<file path="src/rtl/fns_seq_encoder_if.sv">
// Bus bundle between the word producer and the FNS sequential encoder.
//
// Handshake rules, both channels: a transfer happens on a rising clock edge
// where valid and ready are both high. The source holds valid and its payload
// stable until that edge. Ready may be asserted before valid and may depend
// on encoder state only, never on valid.
interface fns_seq_encoder_if #(
  parameter int DATA_W = 8,
  parameter int CODE_W = 12
);
  logic              in_valid;
  logic              in_ready;
  logic [DATA_W-1:0] in_data;
  logic [CODE_W-1:0] err_mask;
  logic              out_valid;
  logic              out_ready;
  logic [CODE_W-1:0] out_code;
  logic              out_ovf;

  // Producer / consumer side (testbench or upstream logic).
  modport master (
    output in_valid, in_data, err_mask, out_ready,
    input  in_ready, out_valid, out_code, out_ovf
  );

  // Encoder side.
  modport slave (
    input  in_valid, in_data, err_mask, out_ready,
    output in_ready, out_valid, out_code, out_ovf
  );
endinterface

</file>
<file path="src/rtl/fns_seq_encoder.sv">
// Sequential binary-to-Fibonacci-numeral-system encoder.
// One transaction: latch word and fault mask, regenerate the per-wire
// Fibonacci weights one wire per cycle (faulty wires get weight 0 and push
// their weight to the next healthy wire), then greedy MSB-first conversion
// one wire per cycle, then hold the registered codeword until accepted.
module fns_seq_encoder #(
  parameter int DATA_W = 8,
  parameter int CODE_W = 12,
  parameter int WGT_W  = 16
) (
  input  logic             clk,
  input  logic             rst_n,
  fns_seq_encoder_if.slave bus,
  output logic             busy
);

  localparam int IDX_W = (CODE_W > 1) ? $clog2(CODE_W) : 1;
  localparam logic [IDX_W-1:0] IDX_LAST = IDX_W'(CODE_W - 1);
  localparam logic [IDX_W-1:0] IDX_ZERO = '0;

  typedef enum logic [1:0] {
    S_IDLE = 2'd0,
    S_WGEN = 2'd1,
    S_CONV = 2'd2,
    S_DONE = 2'd3
  } state_t;

  state_t            state;
  state_t            state_nxt;

  logic [IDX_W-1:0]  idx;
  logic [WGT_W-1:0]  rem;
  logic [WGT_W-1:0]  wa;
  logic [WGT_W-1:0]  wb;
  logic [WGT_W-1:0]  wt [CODE_W];
  logic [CODE_W-1:0] mask_r;
  logic [CODE_W-1:0] code_r;
  logic              ovf_r;

  logic              accept;
  logic              wire_ok;
  logic [WGT_W-1:0]  cap_nxt;
  logic              cap_ovf;
  logic              take_bit;

  // Shared decode terms used by both the FSM and the datapath.
  always_comb begin
    accept   = 1'b0;
    wire_ok  = 1'b0;
    cap_nxt  = '0;
    cap_ovf  = 1'b0;
    take_bit = 1'b0;
    accept   = (state == S_IDLE) && bus.in_valid;
    wire_ok  = !mask_r[idx];
    // Capacity is the running 'a' after the current wire has been processed;
    // only meaningful in the last weight-generation cycle.
    cap_nxt  = wire_ok ? wb : wa;
    cap_ovf  = (rem >= cap_nxt);
    take_bit = wire_ok && (rem >= wt[idx]);
  end

  // State register.
  always_ff @(posedge clk or negedge rst_n) begin
    if (!rst_n) begin
      state <= S_IDLE;
    end else begin
      state <= state_nxt;
    end
  end

  // Next-state logic.
  always_comb begin
    state_nxt = state;
    case (state)
      S_IDLE: begin
        if (accept) state_nxt = S_WGEN;
      end
      S_WGEN: begin
        if (idx == IDX_LAST) begin
          state_nxt = cap_ovf ? S_DONE : S_CONV;
        end
      end
      S_CONV: begin
        if (idx == IDX_ZERO) state_nxt = S_DONE;
      end
      S_DONE: begin
        if (bus.out_ready) state_nxt = S_IDLE;
      end
      default: state_nxt = S_IDLE;
    endcase
  end

  // Datapath: word latch, weight generation and greedy conversion.
  always_ff @(posedge clk or negedge rst_n) begin
    if (!rst_n) begin
      idx    <= '0;
      rem    <= '0;
      wa     <= '0;
      wb     <= '0;
      mask_r <= '0;
      code_r <= '0;
      ovf_r  <= 1'b0;
      for (int i = 0; i < CODE_W; i++) begin
        wt[i] <= '0;
      end
    end else begin
      case (state)
        S_IDLE: begin
          if (accept) begin
            rem    <= WGT_W'(bus.in_data);
            mask_r <= bus.err_mask;
            idx    <= '0;
            wa     <= WGT_W'(1);
            wb     <= WGT_W'(2);
            code_r <= '0;
            ovf_r  <= 1'b0;
          end
        end
        S_WGEN: begin
          // Healthy wire takes the current Fibonacci weight and advances the
          // pair; a faulty wire takes 0 and leaves the pair for the next wire.
          if (wire_ok) begin
            wt[idx] <= wa;
            wa      <= wb;
            wb      <= wa + wb;
          end else begin
            wt[idx] <= '0;
          end
          if (idx == IDX_LAST) begin
            if (cap_ovf) begin
              ovf_r  <= 1'b1;
              code_r <= '0;
            end
            idx <= IDX_LAST;
          end else begin
            idx <= idx + 1'b1;
          end
        end
        S_CONV: begin
          // Greedy step: largest remaining healthy weight first.
          if (take_bit) begin
            code_r[idx] <= 1'b1;
            rem         <= rem - wt[idx];
          end
          if (idx != IDX_ZERO) begin
            idx <= idx - 1'b1;
          end
        end
        S_DONE: begin
          // Hold result until the consumer takes it.
        end
        default: begin
        end
      endcase
    end
  end

  // Outputs decoded from registered state and result registers.
  always_comb begin
    bus.in_ready  = (state == S_IDLE);
    bus.out_valid = (state == S_DONE);
    bus.out_code  = code_r;
    bus.out_ovf   = ovf_r;
    busy          = (state != S_IDLE);
  end

endmodule

</file>
<file path="src/flat_wrapper.sv">
// flat-port wrapper written by rule: the top's interface ports become plain ports
module fns_seq_encoder_flat 
#(
  parameter int DATA_W = 8,
  parameter int CODE_W = 12,
  parameter int WGT_W  = 16
)
  (clk, rst_n, busy, bus_in_valid, bus_in_data, bus_err_mask, bus_out_ready, bus_in_ready, bus_out_valid, bus_out_code, bus_out_ovf);
  fns_seq_encoder_if #(.DATA_W(DATA_W), .CODE_W(CODE_W)) bus_i ();
  input  logic clk;
  input  logic rst_n;
  output logic busy;
  input wire logic [$bits(bus_i.in_valid)-1:0] bus_in_valid;
  input wire logic [$bits(bus_i.in_data)-1:0] bus_in_data;
  input wire logic [$bits(bus_i.err_mask)-1:0] bus_err_mask;
  input wire logic [$bits(bus_i.out_ready)-1:0] bus_out_ready;
  output wire logic [$bits(bus_i.in_ready)-1:0] bus_in_ready;
  output wire logic [$bits(bus_i.out_valid)-1:0] bus_out_valid;
  output wire logic [$bits(bus_i.out_code)-1:0] bus_out_code;
  output wire logic [$bits(bus_i.out_ovf)-1:0] bus_out_ovf;
  assign bus_i.in_valid = bus_in_valid;
  assign bus_i.in_data = bus_in_data;
  assign bus_i.err_mask = bus_err_mask;
  assign bus_i.out_ready = bus_out_ready;
  assign bus_in_ready = bus_i.in_ready;
  assign bus_out_valid = bus_i.out_valid;
  assign bus_out_code = bus_i.out_code;
  assign bus_out_ovf = bus_i.out_ovf;
  fns_seq_encoder #(.DATA_W(DATA_W), .CODE_W(CODE_W), .WGT_W(WGT_W)) u_core (.clk(clk), .rst_n(rst_n), .bus(bus_i), .busy(busy));
endmodule
</file>
<file path="config.mk">
export PLATFORM = sky130hd
export DESIGN_NAME = fns_seq_encoder_flat
export DESIGN_NICKNAME = d
export VERILOG_FILES = /design/src/rtl/fns_seq_encoder_if.sv /design/src/rtl/fns_seq_encoder.sv /design/src/flat_wrapper.sv
export SDC_FILE = /design/constraint.sdc
export NUM_CORES = 1
export LEC_CHECK = 0
export ABC_AREA = 1
export CAP_MARGIN = 20
export CORE_MARGIN = 10
export CORE_UTILIZATION = 40
export CTS_BUF_LIST = sky130_fd_sc_hd__clkbuf_2
export CTS_CLUSTER_SIZE = 14
export DETAILED_ROUTE_END_ITERATION = 6
export MAX_ROUTING_LAYER = met4
export SLEW_MARGIN = 20
export SYNTH_ARGS = -nofsm -noshare
export SYNTH_HDL_FRONTEND = slang
export SYNTH_SLANG_ARGS = --single-unit
</file>
<file path="constraint.sdc">
create_clock -name clk -period 4.2 [get_ports clk]
set_input_delay 0.84 -clock clk [delete_from_list [all_inputs] [get_ports clk]]
set_output_delay 0.84 -clock clk [all_outputs]
set_load 0.005 [all_outputs]
</file>
Yosys cells after proc, flatten, opt, wreduce, memory -nomap -nowiden --
Cells that the tools add are included.
Cells by class: add/sub/neg operators 4, multiply operators 0, div/mod/pow operators 0, order comparisons 6, eq/ne operators 12, shift operators 0, mux-type cells 39, bitwise gates (word level) 4, reductions and logical operators 20
Operator list (count):
- 192-bit bitwise AND | 1
- 192-bit bitwise mux | 1
- 192-bit 2-to-1 mux | 1
- 192-bit inverter | 1
- 16-bit 2-to-1 mux | 9
- 16-bit case mux with 2 select lines | 3
- 16-bit binary-select mux with 4-bit select | 1
- 16-bit demux with 4-bit select | 1
- 12-bit 2-to-1 mux | 4
- 12-bit case mux with 3 select lines | 1
- 16-bit greater-or-equal comparator | 2
- 16-bit adder | 1
- 16-bit subtractor | 1
- 4-bit 2-to-1 mux | 3
- 2-bit by 1-bit != test with 1-bit output, second input constant | 6
- 12-bit bitwise OR | 1
- 4-bit case mux with 3 select lines | 1
- 3-bit AND reduction | 3
- 2-bit 2-to-1 mux | 4
- 2-bit case mux with 4 select lines | 1
- 4-bit AND reduction | 2
- 1-bit 2-to-1 mux | 6
- 2-bit nonzero test | 3
- 5-bit greater-or-equal comparator, second input constant | 1
- 21 further kinds | 27
Word-level totals: flip-flop bits (word level) 271, latch bits 0, memory bits (writable) 0, ROM bits 0, input port bits 24, output and inout port bits 16, word-level logic and storage cells 105, memories kept 0

Longest topological paths before layout --
depth in word-level cells 8, mapped depth 26, depth with buffers taken out 23

Least setup slack after synthesis --
OpenSTA, ideal clock, no wires.
path kind register to register, from register u_core.idx[0], to register u_core.rem[10], library setup time 129 ps, data arrival time 3189 ps, data required time 4071 ps, path slack 882 ps, cell stages (with the launch flop) 22, buffers on the path 3, clock period less this slack 3318 ps, path through dfrtp_1 -> inv_2 -> clkbuf_1 -> buf_2 -> a21oi_1 -> o21ai_0 -> a21oi_1 -> or3_1 -> ha_1 -> fa_1 -> nand3b_1 -> nand2_1 -> nand2_1 -> nand2_1 -> nand2_1 -> nand3_1 -> nand2_2 -> nand2_4 -> nand2_2 -> buf_2 -> nand2_1 -> o21ai_1
Between the ends: cells in the longest elaborated chain, start to end 8, elaborated cells between the ends (all ways) 14, those cells by class add/sub (1); order compare (1); eq/ne (1); mux (7); bitwise (1); reduce/logical (3)
Ends and longest elaborated chain:
- start, declared | RTL line fns_seq_encoder.sv:31 | logic [IDX_W-1:0] idx;
- start signal, assigned | RTL line fns_seq_encoder.sv:136 | idx <= idx + 1'b1;
- start signal, assigned | RTL line fns_seq_encoder.sv:146 | idx <= idx - 1'b1;
- 4-bit inverter with 5-bit output (not written as such) | RTL line fns_seq_encoder.sv:59, fns_seq_encoder.sv:143
- 16-bit binary-select mux with 4-bit select | RTL line fns_seq_encoder.sv:59, fns_seq_encoder.sv:143
- 16-bit 2-to-1 mux (not written as such) (2 in series) | RTL line fns_seq_encoder.sv:59, fns_seq_encoder.sv:143
- 16-bit greater-or-equal comparator | RTL line fns_seq_encoder.sv:59 | take_bit = wire_ok && (rem >= wt[idx]);
- 1-bit logical AND | RTL line fns_seq_encoder.sv:59
- 2-bit by 1-bit != test with 1-bit output (no line)
- 3-bit AND reduction (no line)
- end signal, assigned | RTL line fns_seq_encoder.sv:110 | rem <= WGT_W'(bus.in_data);
- end signal, assigned | RTL line fns_seq_encoder.sv:143 | rem <= rem - wt[idx];
- end, declared | RTL line fns_seq_encoder.sv:32 | logic [WGT_W-1:0] rem;
Parallel ways exist; a longest one is shown, timed or not. The select of a mux whose other input is x is not followed. A chain may end at the register's enable or synchronous reset.

Worst setup path in the final report --
from register u_core.idx[0], to register u_core.rem[0]
The elaborated chain is that of the path after synthesis.

==> out/metrics.csv <==
metric,value,unit
Synth area leaders,"dfrtp_1 (46%), nand2_1 (11%), a21oi_1 (7.0%), o21ai_0 (5.5%), ha_1 (4.8%)",
Vias/cell,5.25,
Filler cells,3628,
post-detailed-routing wire length,42.0,mm
wire per inst,17.6,um
GPL Wtd Cong,0.944,
Yosys reg bits,271,
Multi-input gate area,6700,um2
aggregate global-route resource usage,19.5,%
post-layout instance count excluding filler cells,2387,
root buffer cell,clkbuf_2,
clk slew on worst S/H paths,0.10,ns
vias in the first global route,12100,
initial antenna violation count,1,
Worst EP arrival,4.64,ns
CTS max path bufs,3,
global-route wire length before repair,67.0,mm
cell taking the most area after synthesis,dfrtp_1,
clock sinks,271,
sequential cell area,6780,um2
"most common cell after layout, fill and taps aside",nand2_1,
setup TNS,0,ns
die area,44700,um2
sequential share of the synthesized area,46.2,%
Final ANT Viol Nets,0,
total power,12.5,mW
Psw,6.28,mW
Die Y,211,um
Reg power frac,28.1,%
CTS tree,done,
syn avg cell area,8.06,um2
Post-Syn Area,14700,um2
status,"finished, final reports clean",
core area,36400,um2
"Data required, critical path",4.96,ns
Post-synth top flop,dfrtp_1,
P per Cell Area,771,nW/um2
final hold violations,0,
Via Count,12500,
synth warn,0,
clk_skew,0.0691,ns
Clock power frac,15.1,%
startpoint types,flip-flop,
area fraction of the dominant cell type after synthesis,46.2,%
number of flops mapped to enable cells by yosys,0,
first-pass iteration count of the detailed router,6,
share of cells above drive strength 1,13.0,%
Max Cap Viol,0,
hpwl dp,27.1,mm
I/O pins,40,
layout net count,1945,
most frequent cells in the layout,"nand2_1 (426), dfrtp_1 (269), a21oi_1 (204)",
# rows,70,
Least-Margin Pin Slew,1.00,ns
FMAX,0.258,GHz
P&R area growth vs syn,10.2,%
H-tree levels,3,
CTS Buf Count,76,
post-synth net total,1902,
peak fanout along the critical path,39,
Chip Width,211,um
total leakage power,7.60,nW
Cells after Synth,1820,
CP Capture Type,flip-flop,
setup violators final,0,
Synth cell types,42,
placed cells,2252,
Final min period,3.88,ns
peak supply drop,532,uV
Initial Utilization,40.3,%
Tcrit/Tclk final,92.4,%
Comb power frac,56.8,%
Async SR Flop Fraction,100,%
"Clk Latency, worst-skew pair",0.94,ns
Final Slew Violations,0,
DRT iter0 DRCs,1040,
pin count of the biggest net entering global routing,90,
RSZ-0062 raised after global routing,no,
switch share,50.4,%
Crit Path Class,reg -> reg,
Int Power,6.18,mW
Remaining DRCs,0,
worst relative slew slack,32.9,%
worst min path class,in -> reg,
IO Port Bufs,39,
"Remaining Overflow, GRT",0,
cells in the mapped netlist, drive strengths merged (3+ instances only):
| cell type | n |
|---|---|
| a21o | 3 |
| a21oi | 204 |
| a31oi | 4 |
| buf | 42 |
| clkbuf | 60 |
| dfrtp | 271 |
| ha | 56 |
| inv | 200 |
| mux2 | 52 |
| nand2 | 431 |
| nand3 | 29 |
| nand3b | 6 |
| nand4 | 16 |
| nor2 | 80 |
| nor3 | 22 |
| o21a | 18 |
| o21ai | 267 |
| o21bai | 8 |
| o22ai | 19 |
| o31ai | 13 |
| xnor2 | 4 |
| xor2 | 3 |
worst max-delay path, cell delays in order, from the launching register on:
cell	delay (ns)
dfrtp_2	0.44
inv_2	0.08
buf_4	0.36
a21oi_1	0.11
o21ai_0	0.11
a21oi_1	0.09
or3_1	0.41
ha_1	0.25
fa_1	0.43
nand3b_1	0.18
nand2_1	0.11
nand2_1	0.06
nand2_1	0.11
nand2_1	0.07
nand3_1	0.16
nand2_2	0.09
nand2_4	0.17
nand2_2	0.28
nand2_1	0.14
o21ai_1	0.07
routing by layer:
metal	global-route usage, %	part of all wire, %
met1	26.0	47
met4	8.33	3.1
met3	3.28	5.5
met5	-	0
met2	28.9	44
kinds of logic (layout without fill, tap and decap cells):
| kind of cell | after synthesis | count (layout) | share of synthesized area (%) |
|---|---|---|---|
| other | 0 | 1 | 0 |
| buffers and inverters | 304 | 402 | 8.30 |
| muxes | 53 | 53 | 4.06 |
| and+or+nand+nor | 588 | 588 | 16.5 |
| adders and majority gates | 58 | 58 | 5.05 |
| AOI/OAI and AO/OA | 539 | 539 | 19.4 |
| xor gates and xnor gates | 7 | 7 | 0.418 |
| DFF | 271 | 271 | 46.2 |
power groups by stage:
| stage | clock [mW] | sequential (mW) | combinational [mW] |
|---|---|---|---|
| 2_1_floorplan | 0 | 3.42 | 5.17 |
| 3_3_place_gp | 0 | 3.52 | 6.87 |
| 3_5_place_dp | 0 | 3.54 | 6.97 |
| 4_1_cts | 1.95 | 3.49 | 7.02 |
| 5_1_grt | 2.08 | 3.55 | 7.94 |
| 6_report | 1.88 | 3.50 | 7.09 |
per-stage QoR:
stage	util [%]	setup WS [ns]	hold WS [ns]	cell area, um2
after floorplan	-	0.882	0.444	14700
after global placement	42.5	0.499	0.456	15500
after detailed placement	42.5	0.394	0.460	15500
after CTS	44.3	0.308	0.380	16200
after global routing	44.4	0.0190	0.449	16200
final	44.4	0.318	0.463	16200
area by class of cell:
type,instances,area share [%]
Clock buffer,116,3.59
Inverter,202,4.69
Clock inverter,17,0.426
Sequential cell,271,42.0
Timing Repair Buffer,67,4.27
Tap cell,468,3.62
Multi-Input combinational cell,1245,41.4
Antenna cell,1,0.0155
path summary, 6_finish.rpt:
| kind | startpoint | cells past startpoint | endpoint | slack, ns |
|---|---|---|---|---|
| setup / recovery | u_core.idx[0] | 19 | u_core.rem[0] | 0.32 |
| hold / removal | bus_err_mask[9] | 3 | u_core.mask_r[9] | 0.46 |
| setup reg to reg | u_core.idx[0] | 19 | u_core.rem[0] | 0.32 |
| hold reg to reg | u_core.wt[137] | 2 | u_core.wt[137] | 0.48 |
| max in group asynchronous | rst_n | 3 | u_core.wb[13] | 2.76 |
| min in group asynchronous | rst_n | 2 | u_core.wt[175] | 0.49 |
flip-flops by register name (all words and copies together), names as in the netlist:
register             cells
u_core.bus.out_code     12
u_core.bus.out_ovf       1
u_core.idx               4
u_core.mask_r           12
u_core.rem              16
u_core.state             2
u_core.wa               16
u_core.wb               16
u_core.wt              192
repair_timing:
item                                    in CTS  in global routing
endpoints found under the setup margin       0                  2
gates resized for setup                      0                  2
hold endpoints to repair                    86                  0
hold buffers                                 1                  0
setup buffers                                0                  0
No activity file was read; power rests on OpenSTA's default activity.
==> patch (config.mk and constraints unchanged) <==
`CODE_W` is set to 12 in 3 places; all go to 6.
--- a/src/rtl/fns_seq_encoder_if.sv
+++ b/src/rtl/fns_seq_encoder_if.sv
@@ -6,7 +6,7 @@
 // on encoder state only, never on valid.
 interface fns_seq_encoder_if #(
   parameter int DATA_W = 8,
-  parameter int CODE_W = 12
+  parameter int CODE_W = 6
 );
   logic              in_valid;
   logic              in_ready;
--- a/src/rtl/fns_seq_encoder.sv
+++ b/src/rtl/fns_seq_encoder.sv
@@ -5,7 +5,7 @@
 // one wire per cycle, then hold the registered codeword until accepted.
 module fns_seq_encoder #(
   parameter int DATA_W = 8,
-  parameter int CODE_W = 12,
+  parameter int CODE_W = 6,
   parameter int WGT_W  = 16
 ) (
   input  logic             clk,
--- a/src/flat_wrapper.sv
+++ b/src/flat_wrapper.sv
@@ -2,7 +2,7 @@
 module fns_seq_encoder_flat 
 #(
   parameter int DATA_W = 8,
-  parameter int CODE_W = 12,
+  parameter int CODE_W = 6,
   parameter int WGT_W  = 16
 )
   (clk, rst_n, busy, bus_in_valid, bus_in_data, bus_err_mask, bus_out_ready, bus_in_ready, bus_out_valid, bus_out_code, bus_out_ovf);
Ports: changed (resized bus_err_mask and bus_out_code); port bits go from 40 to 28. The function was not compared with the original's and may differ.
==> patch against the original RTL <==
- non-clock buffer count decreased by 16
- final area shrank 36%
- sequential cell count fell by 109
- largest cell class is now multi-input combinational cells
- highest routed layer unchanged
- synthesized area is 36% lower
- count of clock-buffer cells in the layout fell by 97
- cell count is 36% lower
- critical path type unchanged
- clock skew decreased by 26 ps
- worst setup slack gained 22 ps
- routed wire length decreased by 39%
Power is left out: the tool's default activity adds up to more than one toggle a clock period on the data nets, which glitch-free logic cannot reach.
==> patch: results (changes against the original RTL) <==
run_status: "complete, no violations"
synth_fp_nets: 1255  # -34%
flip_flop_count_of_the_largest_register_after_layout: 96  # -50%
number_of_buffers_added_by_the_clock_tree_synthesis_step: 17  # -78%
clock_tree.buffer_depth: 2  # -1
number_of_violations_reported_at_the_end_of_detailed_routing_iteration_0: 653  # -37%
post-place-ws_ps: 367.6  # -26.83 ps
gpl.final_weighted_congestion: 0.8830  # -6.5%
seq_area_frac_synth_pct: 43.26  # -3.0 points
ys_dominant_reg_cell: "dfrtp_1"
placed_area_mm2: 0.01002  # -35%
grt_pass1_wl_mm: 41.99  # -37%
detail_route.vias_per_cell: 5.163  # -1.7%
ys.warnings.count: 0  # unchanged
synth_cell_types: 47  # +12%
nets: 1286  # -34%
antenna_found_initial: 1  # unchanged
async_flop_share_pct: 100.0  # unchanged
regMostFlops: "u_core.wt"
cts.reportedPaths.clkPinSlew_ps: 250  # +150 ps
groute.usage.overall_pct: 17.71  # -1.8 points
cts-root-buf: "clkbuf_2"
htree_levels: 4  # +1
yosys-top-cells-count: "nand2_1 (264), inv_1 (177), dfrtp_1 (162), o21ai_0 (140), a21oi_1 (59)"
drt-pass1-iter-count: 7  # +1
instance_count_of_the_mapped_netlist: 1179  # -35%
critical_path.slowest_cell: "dfrtp_1"
worst_hold_path_type: "input pin to asynchronous set/reset pin"
number_of_global_route_vias_before_repair: 7702  # -36%
wire_length_per_cell_after_detailed_routing_um: 16.73  # -4.9%
non_filler_instance_count_after_layout: 1536  # -36%
kind_of_cell_with_the_highest_combined_delay_on_the_critical_path: "simple AND/OR/NAND/NOR gates"
grt_max_degree: 76  # -16%
critPathMaxStageDelay_ps: 610  # +170 ps
crit_path_max_fanout: 20  # -49%
relSlewSlack_pct: 44.86  # +12 points
port_buffers: 27  # -31%
worst_ep_arrival_time_ps: 4560  # -80 ps
layout-drive-gt1-share_pct: 8.756  # -4.3 points
clock_latency_ps: 730  # -210 ps
synth_area_leaders: "dfrtp_1 (43%), nand2_1 (11%), ha_1 (7.5%)"
finClkSkew_ps: 43.21  # -25.92 ps
mostFrequentLayoutCell: "nand2_1"
detailed_place_hpwl_mm: 19.08  # -30%
-- patch: kinds of logic after synthesis --
kind of cell    Yosys count  synth area share [%]
simple gates            402                 18.12
compound gates          310                 18.69
buf+inv                 223                 9.521
flops                   162                 43.26
fa+ha+maj                58                 7.905
xor+xnor                 13                 1.215
mux                      11                 1.282
-- patch: area by class of cell --
| type | instances | area [µm²] |
|---|---|---|
| flip-flops and latches | 162 | 4054 |
| fillers | 2346 | 12520 |
| clock inverters | 12 | 180.2 |
| multi-input cells | 794 | 4446 |
| clock buffers | 19 | 95.09 |
| repair buffers | 51 | 464.2 |
| well taps | 313 | 391.6 |
| diodes | 1 | 2.502 |
| inverters | 184 | 694.4 |
-- patch: path summary, 6_finish.rpt --
| check | from | end | slack, ps | cells after the start |
|---|---|---|---|---|
| max | u_core.idx[0]$_DFFE_PN0P_ | u_core.bus.out_code[3]$_DFFE_PN0P_ | 340 | 17 |
| min | rst_n | u_core.wt[92]$_DFFE_PN0P_ | 120 | 1 |
| max reg2reg | u_core.idx[0]$_DFFE_PN0P_ | u_core.bus.out_code[3]$_DFFE_PN0P_ | 340 | 17 |
| min reg2reg | u_core.mask_r[2]$_DFFE_PN0P_ | u_core.mask_r[2]$_DFFE_PN0P_ | 520 | 2 |
| max in group asynchronous | rst_n | u_core.wa[11]$_DFFE_PN0P_ | 3240 | 2 |
| min in group clk | u_core.mask_r[2]$_DFFE_PN0P_ | u_core.mask_r[2]$_DFFE_PN0P_ | 520 | 2 |
-- patch: repair_timing --
action / in CTS / in global routing
buffers inserted: 0 / 3
gates resized for setup: 0 / 2
setup endpoints to repair: 0 / 16
-- patch: routing by layer --
layer  track usage (%)  up-vias  wire length [µm]
met5                 -        -                 0
met4             5.066        0               490
li1                  -     3949                 -
met3             2.570       29               954
met1             23.99     3783             12530
met2             27.08      170             11710
